==> src/rtl/fifo_burst_reader_if.sv <==
// Bundles the FIFO read-side port and the downstream valid/ready stream
// of the burst reader. master = the reader, slave = FIFO plus sink.
interface fifo_burst_reader_if #(
    parameter int DATA_W  = 64,
    parameter int USEDW_W = 8
);
    logic [DATA_W-1:0]  fifo_q;
    logic               fifo_rdempty;
    logic [USEDW_W-1:0] fifo_rdusedw;
    logic               fifo_rdreq;

    logic [DATA_W-1:0]  m_data;
    logic               m_valid;
    logic               m_ready;
    logic               m_sop;
    logic               m_eop;

    modport master (
        input  fifo_q, fifo_rdempty, fifo_rdusedw, m_ready,
        output fifo_rdreq, m_data, m_valid, m_sop, m_eop
    );

    modport slave (
        output fifo_q, fifo_rdempty, fifo_rdusedw, m_ready,
        input  fifo_rdreq, m_data, m_valid, m_sop, m_eop
    );
endinterface

==> src/rtl/fifo_burst_reader.sv <==
// Read-side burst controller for the ADC sample dual-clock FIFO.
// Drains one burst (full or timed-out partial) into a 3-entry buffer and
// presents it as a valid/ready stream with start/end-of-burst markers.
//
// state   | meaning
// --------+------------------------------------------------------------
// S_IDLE  | waiting for a full burst or idle timeout on a partial fill
// S_BURST | issuing fifo_rdreq until words_left reaches 0
// S_WAIT  | all reads issued; draining buffer until the eop word is taken
module fifo_burst_reader #(
    parameter int DATA_W    = 64,
    parameter int USEDW_W   = 8,
    parameter int BURST_LEN = 16,
    parameter int TIMEOUT   = 1024
) (
    input  logic                      i_clk,
    input  logic                      i_reset,
    input  logic                      i_enable,
    fifo_burst_reader_if.master       bus,
    output logic                      o_burst_done,
    output logic [15:0]               o_burst_count
);
    localparam int TW = (TIMEOUT > 2) ? $clog2(TIMEOUT) : 1;
    localparam int EW = DATA_W + 2;

    typedef enum logic [1:0] {S_IDLE, S_BURST, S_WAIT} state_t;

    state_t             r_state, w_state_nxt;
    logic [USEDW_W-1:0] r_words_left, w_words_left_nxt;
    logic [TW-1:0]      r_idle_timer, w_idle_timer_nxt;
    logic               r_first, w_first_nxt;

    logic [EW-1:0]      r_buf [0:2];
    logic [1:0]         r_buf_cnt;
    logic               r_inflight, r_inflight_sop, r_inflight_eop;

    logic               w_rdreq, w_pop, w_done;
    logic [2:0]         w_occ;
    logic [1:0]         w_wr_idx;

    // Buffer head and occupancy; occupancy counts the word still in the FIFO read pipe.
    assign w_pop    = (r_buf_cnt != 2'd0) && bus.m_ready;
    assign w_occ    = {1'b0, r_buf_cnt} + {2'b00, r_inflight};
    assign w_wr_idx = r_buf_cnt - {1'b0, w_pop};

    assign bus.fifo_rdreq = w_rdreq;
    assign bus.m_valid    = (r_buf_cnt != 2'd0);
    assign bus.m_data     = r_buf[0][DATA_W-1:0];
    assign bus.m_sop      = r_buf[0][EW-1];
    assign bus.m_eop      = r_buf[0][EW-2];
    assign o_burst_done   = w_done;

    // Next-state, read issue and burst completion.
    always_comb begin
        w_state_nxt      = r_state;
        w_words_left_nxt = r_words_left;
        w_idle_timer_nxt = '0;
        w_first_nxt      = r_first;
        w_rdreq          = 1'b0;
        w_done           = 1'b0;
        case (r_state)
            S_IDLE: begin
                if (i_enable && (bus.fifo_rdusedw >= USEDW_W'(BURST_LEN))) begin
                    w_state_nxt      = S_BURST;
                    w_words_left_nxt = USEDW_W'(BURST_LEN);
                    w_first_nxt      = 1'b1;
                end else if (i_enable && !bus.fifo_rdempty &&
                             (r_idle_timer == TW'(TIMEOUT - 1))) begin
                    // A zero word count here means the flags disagree; just restart the timer.
                    if (bus.fifo_rdusedw != '0) begin
                        w_state_nxt      = S_BURST;
                        w_words_left_nxt = bus.fifo_rdusedw;
                        w_first_nxt      = 1'b1;
                    end
                end else if (i_enable && !bus.fifo_rdempty) begin
                    w_idle_timer_nxt = r_idle_timer + TW'(1);
                end
            end
            S_BURST: begin
                w_rdreq = !bus.fifo_rdempty && (r_words_left != '0) && (w_occ < 3'd3);
                if (w_rdreq) begin
                    w_words_left_nxt = r_words_left - USEDW_W'(1);
                    w_first_nxt      = 1'b0;
                    if (r_words_left == USEDW_W'(1))
                        w_state_nxt = S_WAIT;
                end
            end
            S_WAIT: begin
                if (w_pop && r_buf[0][EW-2]) begin
                    w_done      = 1'b1;
                    w_state_nxt = S_IDLE;
                end
            end
            default: w_state_nxt = S_IDLE;
        endcase
        if (i_reset) begin
            w_rdreq = 1'b0;
            w_done  = 1'b0;
        end
    end

    // State register, words_left, idle timer and first-word flag.
    always_ff @(posedge i_clk) begin
        if (i_reset) begin
            r_state      <= S_IDLE;
            r_words_left <= '0;
            r_idle_timer <= '0;
            r_first      <= 1'b0;
        end else begin
            r_state      <= w_state_nxt;
            r_words_left <= w_words_left_nxt;
            r_idle_timer <= w_idle_timer_nxt;
            r_first      <= w_first_nxt;
        end
    end

    // Read pipe tracking and 3-entry shift buffer (head at index 0).
    always_ff @(posedge i_clk) begin
        if (i_reset) begin
            for (int i = 0; i < 3; i++) r_buf[i] <= '0;
            r_buf_cnt      <= 2'd0;
            r_inflight     <= 1'b0;
            r_inflight_sop <= 1'b0;
            r_inflight_eop <= 1'b0;
        end else begin
            if (w_pop) begin
                r_buf[0] <= r_buf[1];
                r_buf[1] <= r_buf[2];
            end
            if (r_inflight)
                r_buf[w_wr_idx] <= {r_inflight_sop, r_inflight_eop, bus.fifo_q};
            r_buf_cnt      <= r_buf_cnt + {1'b0, r_inflight} - {1'b0, w_pop};
            r_inflight     <= w_rdreq;
            r_inflight_sop <= w_rdreq && r_first;
            r_inflight_eop <= w_rdreq && (r_words_left == USEDW_W'(1));
        end
    end

    // Completed-burst counter, wraps naturally at 16 bits.
    always_ff @(posedge i_clk) begin
        if (i_reset)
            o_burst_count <= 16'd0;
        else if (w_done)
            o_burst_count <= o_burst_count + 16'd1;
    end
endmodule
==> src/flat_wrapper.sv <==
// flat-port wrapper written by rule: the top's interface ports become plain ports
module fifo_burst_reader_flat 
#(
    parameter int DATA_W    = 64,
    parameter int USEDW_W   = 8,
    parameter int BURST_LEN = 16,
    parameter int TIMEOUT   = 1024
)
  (i_clk, i_reset, i_enable, o_burst_done, o_burst_count, bus_fifo_q, bus_fifo_rdempty, bus_fifo_rdusedw, bus_m_ready, bus_fifo_rdreq, bus_m_data, bus_m_valid, bus_m_sop, bus_m_eop);
  fifo_burst_reader_if #(.DATA_W(DATA_W), .USEDW_W(USEDW_W)) bus_i ();
  input  logic i_clk;
  input  logic i_reset;
  input  logic i_enable;
  output logic o_burst_done;
  output logic [15:0] o_burst_count;
  input wire logic [$bits(bus_i.fifo_q)-1:0] bus_fifo_q;
  input wire logic [$bits(bus_i.fifo_rdempty)-1:0] bus_fifo_rdempty;
  input wire logic [$bits(bus_i.fifo_rdusedw)-1:0] bus_fifo_rdusedw;
  input wire logic [$bits(bus_i.m_ready)-1:0] bus_m_ready;
  output wire logic [$bits(bus_i.fifo_rdreq)-1:0] bus_fifo_rdreq;
  output wire logic [$bits(bus_i.m_data)-1:0] bus_m_data;
  output wire logic [$bits(bus_i.m_valid)-1:0] bus_m_valid;
  output wire logic [$bits(bus_i.m_sop)-1:0] bus_m_sop;
  output wire logic [$bits(bus_i.m_eop)-1:0] bus_m_eop;
  assign bus_i.fifo_q = bus_fifo_q;
  assign bus_i.fifo_rdempty = bus_fifo_rdempty;
  assign bus_i.fifo_rdusedw = bus_fifo_rdusedw;
  assign bus_i.m_ready = bus_m_ready;
  assign bus_fifo_rdreq = bus_i.fifo_rdreq;
  assign bus_m_data = bus_i.m_data;
  assign bus_m_valid = bus_i.m_valid;
  assign bus_m_sop = bus_i.m_sop;
  assign bus_m_eop = bus_i.m_eop;
  fifo_burst_reader #(.DATA_W(DATA_W), .USEDW_W(USEDW_W), .BURST_LEN(BURST_LEN), .TIMEOUT(TIMEOUT)) u_core (.i_clk(i_clk), .i_reset(i_reset), .i_enable(i_enable), .bus(bus_i), .o_burst_done(o_burst_done), .o_burst_count(o_burst_count));
endmodule
==> config.mk <==
export PLATFORM = sky130hd
export DESIGN_NAME = fifo_burst_reader_flat
export DESIGN_NICKNAME = d
export VERILOG_FILES = /design/src/rtl/fifo_burst_reader_if.sv /design/src/rtl/fifo_burst_reader.sv /design/src/flat_wrapper.sv
export SDC_FILE = /design/constraint.sdc
export NUM_CORES = 1
export LEC_CHECK = 0
export ABC_AREA = 0
export BUFFER_PORTS_ARGS = -buffer_cell sky130_fd_sc_hd__buf_2
export CORE_AREA = 8 8 171 254
export DETAILED_ROUTE_END_ITERATION = 8
export DIE_AREA = 0 0 179 262
export PLACE_DENSITY = 0.4
export SLEW_MARGIN = 10
export SYNTH_ARGS = -nofsm -noshare
export SYNTH_HDL_FRONTEND = slang
export SYNTH_SLANG_ARGS = --single-unit
==> constraint.sdc <==
create_clock -name i_clk -period 5.37 [get_ports i_clk]
set_clock_uncertainty 0.1 [all_clocks]
set_input_delay 1.3425 -clock i_clk [delete_from_list [all_inputs] [get_ports i_clk]]
set_output_delay 1.3425 -clock i_clk [all_outputs]
set_load 0.01 [all_outputs]
==> impl_results.md, run 1 <==
- # placed instances: 1314
- # DRC: 0
- CTS H-Tree Depth: 1
- Total core area: 0.0398 sq mm
- CTS Buf Count: 26
- Sequential Area: 0.00679 sq mm
- First-pass GRT wire length: 40500 um
- Fraction of registers with async set/reset: 0
- Die H: 262 um
- Multi-input gate area: 0.00286 sq mm
- Port Buffers: 161
- Fmax: 260 MHz
- Post-CTS setup buffer count: 0
- Post-synthesis sequential area ratio: 0.691
- Rel. slew slack: 0.254
- Final Hold Fails: 0
- Post-cts sizing count: 0
- IO Pins: 162
- Fraction of layout cells with a size suffix above 1: 0.263
- Final Routed Wirelength: 26500 um
- Psw: 1390 uW
- Synth top area share: 0.606
- Vias in the first global route: 6645
- Pint: 3760 uW
- Startpoint class of the critical path: flop
- Post-synth cell types: 51
- Critical path cell sequence: or4_1 -> nor3_1 -> a21o_1 -> nor2_1 -> buf_2
- Synthesized instance count: 683
- Crit Path Max Fanout: 6
- WP data required: 3.93 ns
- Dominant synthesized flop cell: edfxtp_1
- Leak: 0.00469 uW
- Comb pwr share: 0.161
- Row cnt: 90
- CTS tree: built
- Status: completed
- Initial DRC Count: 303
- Post-DP HPWL: 15700 um
- Slew @ Worst Pin: 1.11 ns
- RSZ-0062 raised after global routing: no
- Post-synth EDFFs: 198
- Largest net degree at the start of global routing: 67
- Worst r2r src: u_core.r_buf_cnt[1]
- Routed vias/inst: 4.53
- Clock Pin Slew Worst Setup and Hold Paths: 0.06 ns
- Final Non-Filler Cells: 1365
- CP Class: reg -> out
- Hold Startpoint: u_core.r_idle_timer[0]
- Synth Cell Area: 0.00981 sq mm
- Worst vdd ir: 0.000213 V
- Initial antenna violation count: 3
- Critical Path End Type: primary output
- Worst EP arrival: 2.40 ns
- Clock root buffer: clkbuf_16
- CTS max path bufs: 3
- Max_cap viols: 0
- Critical path's largest stage delay: 0.59 ns
- Synthesized net count: 769
- Layout area overhead: 23.5%
- # hold bufs at CTS: 0
- Clk_lat worst skew: 0.53 ns
- Register share of total power: 0.480
- GRT overflow: 0
- Synth area leader: edfxtp_1
- Slowest stage cell, crit path: or4_1
- Layout fillers: 3986
- Initial Utilization: 0.247
- Die ar.: 0.0469 sq mm
- Crit. Startpoint: u_core.r_words_left[2]
- Total GRT Usage: 0.111
- Setup Viol. Count Final: 0
- Clk pwr share: 0.359
- Syn_area_per_cell: 14.4 sq um
- Via count: 6188
- Total clock sinks: 240
- Yosys reg bits: 240
- Crit path time final: 3.84 ns
- Worst Hold Class: reg -> reg
- Net Sw Frac: 0.270
- Delay-heaviest family, CP: simple AND/OR/NAND/NOR gates
- Final Wtd Congestion: 0.702
- YS warnings: 0
- Remaining antenna violation count: 0
- Top cells by area, synth: edfxtp_1, a22o_1, dfxtp_1, and2_1, nor2_1
- Setup TNS: 0 ns
- P per Cell Area: 425 mW/mm^2
- Period utilization: 0.716
- Nets: 922
- First-pass DRT Iterations: 4
- Buf/Inv on CP: 1
- Final Max Slew Viols: 0
- Wire per inst: 19.4 um
- Die X: 179 um
==> routing by layer <==
layer / vias up / share of wire / track usage
met3: 38 / 0.051 / 0.0234
met2: 137 / 0.50 / 0.194
li1: 2937 / - / -
met5: - / 0.00045 / 0
met1: 3074 / 0.42 / 0.133
met4: 2 / 0.026 / 0.0385
==> worst register-to-register path: stages, from the launching register on <==
cell	delay, ns
dfxtp_1	0.36
o21ai_1	0.13
buf_4	0.20
inv_2	0.07
ha_1	0.19
xor2_1	0.23
nor4b_4	0.36
buf_4	0.45
nor3_2	0.11
buf_12	0.26
a22o_1	0.31
==> worst paths after layout <==
path / to / slack [ns] / depth (start not counted)
setup / recovery: bus_fifo_rdreq / 1.53 / 5
hold / removal: u_core.r_idle_timer[0] / 0.35 / 1
setup reg to reg: u_core.r_buf[1][59] / 2.36 / 10
hold reg to reg: u_core.r_idle_timer[0] / 0.35 / 1
==> metrics by stage <==
stage | hold slack (ns) | worst slack (ns) | power [uW] | instance area, sq um | util
after global placement | 0.332 | 1.41 | 3370 | 11200 | 0.283
after detailed placement | 0.344 | 1.36 | 3370 | 11200 | 0.283
after global routing | 0.364 | 1.37 | 5420 | 12100 | 0.305
after CTS | 0.357 | 1.47 | 5270 | 12100 | 0.305
after floorplan | 0.318 | 0.585 | 2960 | 9810 | -
final | 0.352 | 1.53 | 5160 | 12100 | 0.305
==> flip-flops by register name (all words and copies together) (netlist names) <==
register	flops
u_core.r_first	1
u_core.r_inflight_sop	1
u_core.r_buf_cnt	2
u_core.r_inflight	1
u_core.r_inflight_eop	1
u_core.r_buf	198
u_core.r_state	2
u_core.o_burst_count	16
u_core.r_idle_timer	10
u_core.r_words_left	8
==> placed cells by master, fill, tap and decap left out, types with 2 or more instances in the layout <==
cell type / count
a211oi_2: 2
a21oi_1: 6
a22o_1: 132
a311oi_1: 2
a31oi_1: 3
and2_1: 67
and3_1: 4
and4_1: 2
buf_12: 4
buf_2: 161
buf_4: 5
bufinv_16: 4
clkbuf_1: 2
clkbuf_16: 27
clkinv_1: 8
clkinv_2: 5
clkinvlp_4: 2
dfxtp_1: 42
diode_2: 3
edfxtp_1: 198
ha_1: 9
inv_1: 8
inv_2: 2
mux2i_1: 3
nand2_1: 16
nand2b_1: 3
nand3_1: 13
nand4_1: 6
nor2_1: 42
nor2b_1: 2
nor3_1: 8
nor3_2: 2
nor3b_1: 2
nor4_1: 6
o21ai_1: 3
o22ai_1: 2
or3_4: 2
or4_1: 4
xnor2_1: 11
xor2_1: 16
==> cells by family (layout without fill, tap and decap cells) <==
| logic type | after synthesis | in the layout | synth area share |
|---|---|---|---|
| AO/OA/AOI/OAI | 161 | 161 | 0.142 |
| XOR/XNOR | 27 | 27 | 0.0241 |
| flip-flops | 240 | 240 | 0.691 |
| multiplexers | 3 | 3 | 0.00306 |
| AND/OR/NAND/NOR | 188 | 188 | 0.106 |
| other | 0 | 3 | 0 |
| adder cells (fa/ha/maj) | 9 | 9 | 0.0115 |
| buffers and inverters | 55 | 228 | 0.0219 |
==> cell type report <==
| cell class | count | share of cell area |
|---|---|---|
| antenna | 3 | 0.000619 |
| tap | 506 | 0.0522 |
| multi-input combinational | 388 | 0.236 |
| clock inverter | 19 | 0.0157 |
| inverter | 10 | 0.00310 |
| timing repair buffer | 170 | 0.0762 |
| clock buffer | 29 | 0.0564 |
| sequential | 240 | 0.560 |
==> synthesized netlist by cell type, drive strengths merged (4+ instances only) <==
cell / number
inv: 10
nor2: 43
and3: 4
dfxtp: 42
a21oi: 6
clkbuf: 38
edfxtp: 198
nand4: 7
xor2: 16
and2: 67
nand3: 13
nor4: 6
nor3: 10
o21ai: 4
buf: 7
nand2: 16
a22o: 132
ha: 9
xnor2: 11
or4: 5
==> power by group through the flow <==
stage	combinational, uW	sequential [uW]	clock [uW]
floorplan	416	2550	0
global placement	851	2520	0
detailed placement	853	2510	0
CTS	857	2480	1930
global route	913	2510	2000
finish	828	2470	1850
Power figures use the tool's default switching activity.
==> run 2: changes to the inputs <==
- clock period: 5.37 -> 3.8 ns (I/O delays scaled with it)
==> impl_results.md, run 2 (synthesis gave the netlist of run 1 again) <==
- Final Max Slew Viols: 0 (unchanged)
- Rel. slew slack: 0.321 (+0.0672)
- Layout area overhead: 23.4% (about the same)
- WP data required: 2.75 ns (-1.18 ns)
- Initial Utilization: 0.247 (unchanged)
- First-pass GRT wire length: 40100 um (-1.1%)
- Initial DRC Count: 290 (-4.3%)
- Final Routed Wirelength: 26500 um (about the same)
- Fraction of layout cells with a size suffix above 1: 0.267 (+0.00451)
- Clock root buffer: clkbuf_16
- Die H: 262 um (unchanged)
- Remaining antenna violation count: 0 (unchanged)
- Layout fillers: 4030 (+1.1%)
- Startpoint class of the critical path: flop
- Critical Path End Type: primary output
- # DRC: 0 (unchanged)
- Total core area: 0.0398 sq mm (unchanged)
- Clk_lat worst skew: 0.54 ns (about the same)
- Max_cap viols: 0 (unchanged)
- WHS: 0.344 ns (-0.00814 ns)
- CTS max path bufs: 3 (unchanged)
- Setup Viol. Count Final: 0 (unchanged)
- Final core occ: 0.305 (about the same)
- IO Pins: 162 (unchanged)
- Worst vdd ir: 0.000242 V (+14%)
- Post-DP HPWL: 16200 um (+2.7%)
- Status: completed
- Total GRT Usage: 0.112 (+0.000385)
- Initial antenna violation count: 2 (-1)
- Period utilization: 0.909
- CTS H-Tree Depth: 1 (unchanged)
- CTS tree: built
- Nets: 930 (+0.87%)
- Routed vias/inst: 4.53 (about the same)
- Commonest cells after routing, fill and taps aside: edfxtp_1, buf_2, a22o_1
- Crit path time final: 3.45 ns
- Die ar.: 0.0469 sq mm (unchanged)
- Worst Reg-to-Reg Cells: 8 (-2)
- Largest register by flop count: u_core.r_buf
- Clock Pin Slew Worst Setup and Hold Paths: 0.06 ns (about the same)
- Design Power: 7190 uW (+39%)
- RSZ-0062 raised after global routing: no
- CP Class: reg -> out
- P per Cell Area: 594 mW/mm^2 (+40%)
- Setup TNS: 0 ns (unchanged)
- Row cnt: 90 (unchanged)
- Wire per inst: 19.3 um (-0.48%)
- Setup WS post-layout: 0.346 ns (-1.18 ns)
- First-pass DRT Iterations: 7 (+3)
- Worst EP arrival: 2.40 ns (about the same)
- Port Buffers: 161 (unchanged)
- # hold bufs at CTS: 0 (unchanged)
- Final Hold Fails: 0 (unchanged)
- Largest regs: u_core.r_buf: 198 flops, u_core.o_burst_count: 16 flops, u_core.r_idle_timer: 10 flops
- Total clock sinks: 240 (unchanged)
- Via count: 6214 (+0.42%)
- Final Wtd Congestion: 0.755 (+7.5%)
- Slew @ Worst Pin: 1.02 ns (-0.0905 ns)
- GRT overflow: 0 (unchanged)
- Crit Path Max Fanout: 4 (-2)
- Largest net degree at the start of global routing: 67 (unchanged)
- Worst Hold Class: reg -> reg
- Fmax: 289 MHz
- Post-cts sizing count: 0 (unchanged)
- Pre-CTS setup slack: 0.369 ns (-0.994 ns)
- Post-CTS setup buffer count: 0 (unchanged)
- Worst Hold Depth: 1 (unchanged)
- Commonest non-fill, non-tap cell in the layout: edfxtp_1
- CTS Buf Count: 27 (+3.8%)
- Vias in the first global route: 6575 (-1.1%)
- Max FFs per register: 198 (unchanged)
- Die X: 179 um (unchanged)
- Leak: 0.00470 uW (+0.19%)
run 2: where the power goes:
| group | internal [uW] | switching [uW] |
|---|---|---|
| Clock | 1420 | 1070 |
| Combinational | 436 | 745 |
| Sequential | 3340 | 170 |
| Total | 5200 | 1990 |
run 2: path summary, 6_finish.rpt:
check                          from                     end  slack (ns)
max               u_core.r_inflight          bus_fifo_rdreq        0.35
min reg2reg  u_core.r_idle_timer[0]  u_core.r_idle_timer[0]        0.34
min          u_core.r_idle_timer[0]  u_core.r_idle_timer[0]        0.34
max reg2reg       u_core.r_inflight  u_core.r_words_left[3]        1.03
run 2: final cells by class:
cell class | count | area (sq um) | area share
flip-flops and latches | 240 | 6790 | 0.560
multi-input cells | 388 | 2860 | 0.236
repair buffers | 177 | 963 | 0.0796
clock buffers | 38 | 737 | 0.0609
clock inverters | 11 | 90.1 | 0.00744
well taps | 506 | 633 | 0.0523
inverters | 10 | 37.5 | 0.00310
diodes | 1 | 2.50 | 0.000207
run 2: metrics by stage:
step	instance area [sq um]	std cells
2_1_floorplan	9820	683
3_3_place_gp	11300	1321
3_5_place_dp	11300	1321
4_1_cts	12100	1370
5_1_grt	12100	1371
6_report	12100	1371
run 2: per-layer routing:
| metal | track usage | up-vias | wire length [um] | share of wire |
|---|---|---|---|---|
| met2 | 0.203 | 132 | 14100 | 0.53 |
| li1 | - | 2954 | - | - |
| met4 | 0.0362 | 2 | 464 | 0.018 |
| met1 | 0.128 | 3093 | 10600 | 0.40 |
| met3 | 0.0229 | 33 | 1310 | 0.049 |
| met5 | 0 | - | 13 | 0.00049 |
run 2: critical path, stage by stage, from the launching register on:
cell and delay, ns:
dfxtp_1 0.35, ha_1 0.21, ha_1 0.27, a211oi_1 0.39, nand2_1 0.11, a21o_1 0.23, nor2_1 0.15, buf_2 0.17
==> run 3: changes to the inputs <==
- CELL_PAD_IN_SITES_DETAIL_PLACEMENT: not set -> 1
- CELL_PAD_IN_SITES_GLOBAL_PLACEMENT: not set -> 2
- PLACE_DENSITY: 0.4 -> 0.52
==> impl_results.md, run 3 (synthesis gave the netlist of run 1 again) <==
- Vias in the first global route: 6850 (+4.2%)
- Slew @ Worst Pin: 0.968 ns (-0.0500 ns)
- Layout area overhead: 23.5% (about the same)
- Crit Path Max Fanout: 6 (+2)
- WP data required: 2.75 ns (about the same)
- CTS tree: built
- # placed instances: 1320 (-0.076%)
- Worst EP arrival: 2.36 ns (-0.04 ns)
- Initial Utilization: 0.247 (unchanged)
- Post-cts sizing count: 0 (unchanged)
- Worst Hold Class: reg -> reg
- Clock root buffer: clkbuf_16
- Wire per inst: 19.0 um (-1.5%)
- Crit path time final: 3.41 ns (-0.0464 ns)
- Design area: 0.0121 sq mm (about the same)
- P per Cell Area: 592 mW/mm^2 (-0.21%)
- RSZ-0062 raised after global routing: no
- Commonest non-fill, non-tap cell in the layout: edfxtp_1
- Post-CTS setup buffer count: 0 (unchanged)
- Max_cap viols: 0 (unchanged)
- Die X: 179 um (unchanged)
- Status: completed
- Clock Pin Slew Worst Setup and Hold Paths: 0.06 ns (about the same)
- Leak: 0.00470 uW (about the same)
- Initial DRC Count: 184 (-37%)
- Commonest cells after routing, fill and taps aside: edfxtp_1, buf_2, a22o_1
- Final Non-Filler Cells: 1370 (-0.073%)
- Nets: 928 (-0.22%)
- First-pass DRT Iterations: 4 (-3)
- Final Max Slew Viols: 0 (unchanged)
- Fraction of layout cells with a size suffix above 1: 0.265 (-0.00255)
- CTS Buf Count: 26 (-3.7%)
- Remaining antenna violation count: 0 (unchanged)
- Total GRT Usage: 0.111 (-0.000277)
- Max FFs per register: 198 (unchanged)
- Die ar.: 0.0469 sq mm (unchanged)
- Final Hold Fails: 0 (unchanged)
- Setup Viol. Count Final: 0 (unchanged)
- # DRC: 0 (unchanged)
- CTS H-Tree Depth: 1 (unchanged)
- Critical Path End Type: primary output
- Total clock sinks: 240 (unchanged)
- Final core occ: 0.305 (about the same)
- Area after DPL: 0.0113 sq mm (about the same)
- Port Buffers: 161 (unchanged)
- Final Wtd Congestion: 0.719 (-4.7%)
- Fmax: 293 MHz (+1.4%)
- CP Class: reg -> out
- IO Pins: 162 (unchanged)
- Largest regs: u_core.r_buf: 198 flops, u_core.o_burst_count: 16 flops, u_core.r_idle_timer: 10 flops
- Post-DP HPWL: 16700 um (+3.6%)
- Largest register by flop count: u_core.r_buf
- Total core area: 0.0398 sq mm (unchanged)
- Routed vias/inst: 4.50 (-0.72%)
- Die H: 262 um (unchanged)
- GRT overflow: 0 (unchanged)
- Setup TNS: 0 ns (unchanged)
- Row cnt: 90 (unchanged)
- Startpoint class of the critical path: flop
- Clk_lat worst skew: 0.53 ns (about the same)
- CTS max path bufs: 3 (unchanged)
- Via count: 6165 (-0.79%)
- Period utilization: 0.897 (-0.0122)
- Largest net degree at the start of global routing: 67 (unchanged)
- Final Routed Wirelength: 26100 um (-1.6%)
- # hold bufs at CTS: 0 (unchanged)
- WHS: 0.353 ns (+0.00895 ns)
- First-pass GRT wire length: 41100 um (+2.5%)
- Worst vdd ir: 0.000259 V (+7.2%)
- Rel. slew slack: 0.355 (+0.0333)
- Initial antenna violation count: 6 (+4)
-- run 3: cell count changes in the layout (fill, tap and decap cells not counted), sizes merged --
cell	before	now
clkbuf	38	33
clkinv	7	10
bufinv	1	3
diode	1	3
inv	12	10
buf	177	176
-- run 3: critical path: stages, from the launching register on --
cell and delay (ns):
dfxtp_1 0.36, or4_1 0.58, nor3_1 0.37, a21o_1 0.25
nor2_1 0.09, buf_2 0.16
-- run 3: cell type report --
type                    count  area (sq um)
diodes                      3          7.51
clock buffers              33           698
clock inverters            14           141
fillers                  4297         27600
inverters                  10          37.5
multi-input cells         388          2860
flip-flops and latches    240          6790
well taps                 506           633
repair buffers            176           956
-- run 3: where the power goes --
group / switching [uW] / internal (uW) / leakage, uW
clock: 1050 / 1500 / 0.000408
combinational: 723 / 417 / 0.00189
sequential: 155 / 3340 / 0.00240
total: 1930 / 5250 / 0.00470
-- run 3: worst paths after layout --
check | to | cells past startpoint | from | slack, ns
max | bus_fifo_rdreq | 5 | u_core.r_words_left[2] | 0.39
max reg2reg | u_core.r_buf[1][19] | 8 | u_core.r_buf_cnt[1] | 1.04
min | u_core.r_idle_timer[0] | 1 | u_core.r_idle_timer[0] | 0.35
min reg2reg | u_core.r_idle_timer[0] | 1 | u_core.r_idle_timer[0] | 0.35
-- run 3: through the flow --
stage | worst slack (ns) | power, uW
after global routing | 0.223 | 7550
after CTS | 0.327 | 7340
after global placement | 0.422 | 4740
after detailed placement | 0.381 | 4740
final | 0.392 | 7180
after floorplan | 0.0518 | 4180
-- run 3: per-layer routing --
metal / wire length (um) / vias to the layer above / GRT usage
li1: - / 2952 / -
met1: 10400 / 3020 / 0.131
met2: 13200 / 137 / 0.196
met3: 1730 / 48 / 0.0273
met4: 653 / 8 / 0.0355
met5: 58 / - / 0
